## src/rtl/bumpy_teleporter.sv

```systemverilog
// rtl/bumpy_teleporter.sv - teleport sequencer: freeze/hide Bumpy, load destination, then cooldown
//
// Build option: define TELEPORT_BLINK_EN to make hide toggle on every frame while frozen.
//
// Ports:
//   clk                  system clock
//   reset                asynchronous active-high reset
//   startOfFrame         one-cycle pulse per VGA frame
//   collision_tport      Bumpy overlaps a teleport step this cycle
//   teleport_cordinates  destination byte: [7:4] column, [3:0] row
//   freeze               Bumpy motion must hold
//   hide                 suppress Bumpy drawing request
//   load_pulse           one-cycle command to load newX/newY
//   newX, newY           destination top-left pixel coordinates
//   busy                 high whenever not idle
//   tport_count          completed teleports, saturating at 15
module bumpy_teleporter #(
  parameter int NUM_OF_COLS     = 10,
  parameter int NUM_OF_ROWS     = 7,
  parameter int TILE_SHIFT      = 6,
  parameter int LAND_OFFSET_X   = 16,
  parameter int LAND_OFFSET_Y   = 18,
  parameter int FREEZE_FRAMES   = 8,
  parameter int COOLDOWN_FRAMES = 30
) (
  input  logic        clk,
  input  logic        reset,
  input  logic        startOfFrame,
  input  logic        collision_tport,
  input  logic [7:0]  teleport_cordinates,
  output logic        freeze,
  output logic        hide,
  output logic        load_pulse,
  output logic [10:0] newX,
  output logic [10:0] newY,
  output logic        busy,
  output logic [3:0]  tport_count
);

  typedef enum logic [1:0] {IDLE, FREEZE, JUMP, COOLDOWN} state_t;

  state_t      state, state_next;
  logic [7:0]  frame_cnt, frame_cnt_next, cnt_inc;
  logic [3:0]  col, row, col_next, row_next;
  logic        coord_valid;
  logic        hide_next;
  logic [10:0] jump_x, jump_y;

  assign cnt_inc = frame_cnt + 8'd1;

  // Map filler bytes (e.g. 8'h09) fall outside the grid and mean "no destination".
  assign coord_valid = (32'(teleport_cordinates[7:4]) < NUM_OF_COLS) &&
                       (32'(teleport_cordinates[3:0]) < NUM_OF_ROWS);

  assign jump_x = (11'(col) << TILE_SHIFT) + 11'(LAND_OFFSET_X);
  assign jump_y = (11'(row) << TILE_SHIFT) + 11'(LAND_OFFSET_Y);

  always_comb begin
    state_next     = state;
    frame_cnt_next = frame_cnt;
    col_next       = col;
    row_next       = row;
    case (state)
      IDLE: begin
        // A coincident startOfFrame is not counted: the counter starts from zero.
        if (collision_tport && coord_valid) begin
          col_next       = teleport_cordinates[7:4];
          row_next       = teleport_cordinates[3:0];
          frame_cnt_next = 8'd0;
          state_next     = FREEZE;
        end
      end
      FREEZE: begin
        if (startOfFrame) begin
          frame_cnt_next = cnt_inc;
          if (cnt_inc == 8'(FREEZE_FRAMES)) begin
            state_next = JUMP;
          end
        end
      end
      JUMP: begin
        frame_cnt_next = 8'd0;
        state_next     = COOLDOWN;
      end
      COOLDOWN: begin
        if (startOfFrame) begin
          frame_cnt_next = cnt_inc;
          if (cnt_inc == 8'(COOLDOWN_FRAMES)) begin
            frame_cnt_next = 8'd0;
            state_next     = IDLE;
          end
        end
      end
      default: begin
        frame_cnt_next = 8'd0;
        state_next     = IDLE;
      end
    endcase

`ifdef TELEPORT_BLINK_EN
    // Entering FREEZE starts visible-hidden at 1; each frame while frozen flips it.
    case (state_next)
      FREEZE:  hide_next = (state == FREEZE) ? (hide ^ startOfFrame) : 1'b1;
      JUMP:    hide_next = 1'b1;
      default: hide_next = 1'b0;
    endcase
`else
    hide_next = (state_next == FREEZE) || (state_next == JUMP);
`endif
  end

  // Outputs are registered from the next state so they line up with the state register.
  always_ff @(posedge clk or posedge reset) begin
    if (reset) begin
      state       <= IDLE;
      frame_cnt   <= 8'd0;
      col         <= 4'd0;
      row         <= 4'd0;
      freeze      <= 1'b0;
      hide        <= 1'b0;
      load_pulse  <= 1'b0;
      newX        <= 11'd0;
      newY        <= 11'd0;
      busy        <= 1'b0;
      tport_count <= 4'd0;
    end else begin
      state      <= state_next;
      frame_cnt  <= frame_cnt_next;
      col        <= col_next;
      row        <= row_next;
      freeze     <= (state_next == FREEZE) || (state_next == JUMP);
      hide       <= hide_next;
      load_pulse <= (state_next == JUMP);
      busy       <= (state_next != IDLE);
      if (state_next == JUMP) begin
        newX <= jump_x;
        newY <= jump_y;
        if (tport_count != 4'hF) begin
          tport_count <= tport_count + 4'd1;
        end
      end
    end
  end

endmodule

```

## config.mk

```make
export PLATFORM = sky130hd
export DESIGN_NAME = bumpy_teleporter
export DESIGN_NICKNAME = d
export VERILOG_FILES = /design/src/rtl/bumpy_teleporter.sv
export SDC_FILE = /design/constraint.sdc
export NUM_CORES = 1
export LEC_CHECK = 0
export ABC_AREA = 1
export CAP_MARGIN = 5
export CORE_MARGIN = 3
export CORE_UTILIZATION = 49
export DETAILED_ROUTE_END_ITERATION = 12
export PLACE_DENSITY = 0.85
export RECOVER_POWER = 50
export SYNTH_ARGS = -nofsm -noshare
export SYNTH_HDL_FRONTEND = slang
export SYNTH_SLANG_ARGS = --single-unit
export TNS_END_PERCENT = 30
```

## constraint.sdc

```tcl
create_clock -name clk -period 3.1 [get_ports clk]
set_input_delay 0.62 -clock clk [delete_from_list [all_inputs] [get_ports clk]]
set_output_delay 0.62 -clock clk [all_outputs]
set_load 0.1 [all_outputs]
```

==> reports/qor.csv <==
metric;value;unit
synth_mux_area_frac;0.04474;
grt_pass1_wl;5.761;mm
n_antenna_cell;0;
violations;max-capacitance violations, max-slew violations;
end_kind;register;
antenna_left;0;
routed_wl;3.296;mm
ys_seq_area_frac;0.4830;
drv_cap;1;
cts_buffers;5;
seq_area;850.8;um2
fin_tns_setup;0;ns
die_y;65.96;um
dp_hpwl;2.513;mm
whs_endpoint;newX[6];
hp-start;col[0];
ff2ff_path_depth;15;
clkTransAtPathRegs;0.11;ns
drt_iter0_drc;56;
r2r_end;tport_count[2];
die_w;65.96;um
cts_root_buffer;clkbuf_4;
regToRegSetupSlack;0.58;ns
period_needed;2.520;ns
cts_hold_buf;0;
vias;1369;
hold_viol_final;0;
route.detailed.drc;0;
num-fill-cells;274;
critPathMaxFanout;8;
min_period_over_period;0.8128;
drt-pass1-iter-count;4;
grt_use_total;0.1729;
post-place-ws;0.4037;ns
cts_tree;done;
holdPathStages;2;
cts_sinks;34;
cts-htree-levels;2;
wl_per_cell;11.44;um
die_area;4351;um2
final.setup_skew;0.01302;ns
first_global_vias;1318;
rsz0062_at_grt;false;
synth-xor-area-share;0.01989;
gp_routability_congestion;0.8962;
synth_top_family_by_area;simple AND/OR/NAND/NOR gates;
drv_slew;35;
ys_ff_latch;34;
ios;42;
tightestPinTransition;1.791;ns
antenna_found_initial;0;
portBuffers;30;
fp.coreArea;3390;um2
viasPerCell;4.753;
drive_gt1_frac;0.1570;
area_growth;19.10;%
synthSimpleGateAreaFrac;0.2685;
slew_headroom;-0.1937;
insertion_delay;0.34;ns
cts_setup_buffers;0;
initial_core_util;0.5197;
hold_class;register to register;
peakVddDrop;0.0005612;V
ctsResizeCount;0;
finalSetupViolations;0;
layout.nets;259;
critPathRequiredTime;3.34;ns
syn-mean-instance-area;8.511;um2
multi_input_area;747.0;um2
power_leakage;1.110;nW
finalWorstSetupSlack;0.5803;ns
powerDensity;990.5;nW/um2
arrival;2.76;ns
num_rows;21;
yosysUniqueCellTypes;26;
synth_compound_area_frac;0.02486;
fmax;396.9;MHz
timing.rr.start;frame_cnt[0];
synthAdderAreaFrac;0.04261;
clockBufferDepth;2;
ys_warn_count;0;
critPathKind;register to register;
overflow;0;
syn_inst;207;
worstSetupStartpointType;register;
grt_max_degree;35;
status;finished, violations left;
synth_area;1762;um2
cell usage in the layout (no fill, tap or decap), drive strengths merged, types with 2 or more instances in the layout:
cell / instances
mux2: 7
xnor2: 2
inv: 22
clkdlybuf4s50: 10
clkbuf: 15
nand3: 19
conb: 11
buf: 14
nor2: 18
o21ai: 6
dfrtp: 34
xor2: 2
nand4: 2
bufinv: 2
nand2: 66
ha: 6
worst max path at each step:
| stage | start | end | cells past startpoint |
|---|---|---|---|
| after floorplan | frame_cnt[0] | newX[6] | 14 |
| after detailed placement | startOfFrame | tport_count[2] | 15 |
| after CTS | frame_cnt[0] | tport_count[2] | 15 |
| after global routing | frame_cnt[0] | tport_count[2] | 15 |
| final | frame_cnt[0] | tport_count[2] | 15 |
| after global placement | startOfFrame | tport_count[2] | 15 |
per-stage QoR:
stage / total power, mW / hold slack [ns] / instance area, um2 / instances / utilization
floorplan: 1.509 / 0.4404 / 1799 / 217 / -
global placement: 1.675 / 0.4445 / 2021 / 280 / 0.5962
detailed placement: 1.697 / 0.4555 / 2021 / 280 / 0.5962
CTS: 2.117 / 0.4804 / 2132 / 288 / 0.6290
global route: 2.192 / 0.5073 / 2098 / 288 / 0.6190
finish: 2.078 / 0.4765 / 2098 / 288 / 0.6190
kinds of logic (layout without fill, tap and decap cells):
kind of cell             Yosys count  count (layout)
AO/OA/AOI/OAI                      8               8
XOR/XNOR                           4               4
adder cells (fa/ha/maj)            6               6
buffers and inverters             39              64
flip-flops                        34              34
multiplexers                       7               7
other                              1              11
AND/OR/NAND/NOR                  108             108
report_power, final:
| group | internal, mW | switching [mW] | total, mW |
|---|---|---|---|
| clock network | 0.273 | 0.151 | 0.424 |
| registers | 0.574 | 0.106 | 0.680 |
| logic | 0.207 | 0.768 | 0.974 |
flip-flops by register name, summed over array words and instances, names as in the netlist:
| register | count |
|---|---|
| busy | 1 |
| col | 4 |
| frame_cnt | 8 |
| hide | 1 |
| load_pulse | 1 |
| newX | 5 |
| newY | 4 |
| row | 4 |
| state | 2 |
| tport_count | 4 |
cells in the mapped netlist (all sizes together):
master | count | area [um2]
or2 | 1 | 6.260
nor2 | 18 | 82.58
nand3 | 19 | 100.1
xnor2 | 2 | 17.52
nand2 | 66 | 252.7
ha | 6 | 75.07
conb | 1 | 3.750
o22ai | 1 | 6.260
nor2b | 1 | 6.260
o211ai | 1 | 7.510
clkbuf | 1 | 3.750
buf | 16 | 115.1
xor2 | 2 | 17.52
mux2 | 7 | 78.83
o21ai | 6 | 30.02
inv | 22 | 82.58
dfrtp | 34 | 850.8
nand4 | 2 | 18.77
and2 | 1 | 6.260
worst max-delay path: stages, from the launching register on:
cell	delay (ns)
dfrtp_1	0.50
ha_1	0.25
nand3_2	0.13
o21ai_1	0.14
nand2_1	0.11
nor2_4	0.16
nand3_1	0.09
nand2_1	0.11
inv_1	0.06
nor2_2	0.17
ha_1	0.21
nand2_1	0.12
inv_1	0.10
nand2_1	0.07
xor2_1	0.14
inv_1	0.06
metal layers:
metal,part of all wire,track usage,vias up
met5,0,0,-
met2,0.50,0.2941,35
met4,0.019,0.06853,0
li1,-,-,689
met1,0.43,0.2075,638
met3,0.052,0.04592,7
area by class of cell:
| cell class | count | share of cell area |
|---|---|---|
| multi-input combinational | 144 | 0.3560 |
| sequential | 34 | 0.4055 |
| tap | 46 | 0.02743 |
| clock inverter | 2 | 0.02862 |
| inverter | 22 | 0.03936 |
| clock buffer | 6 | 0.02445 |
| timing repair buffer | 34 | 0.1187 |
(Power assumes the default switching activity.)
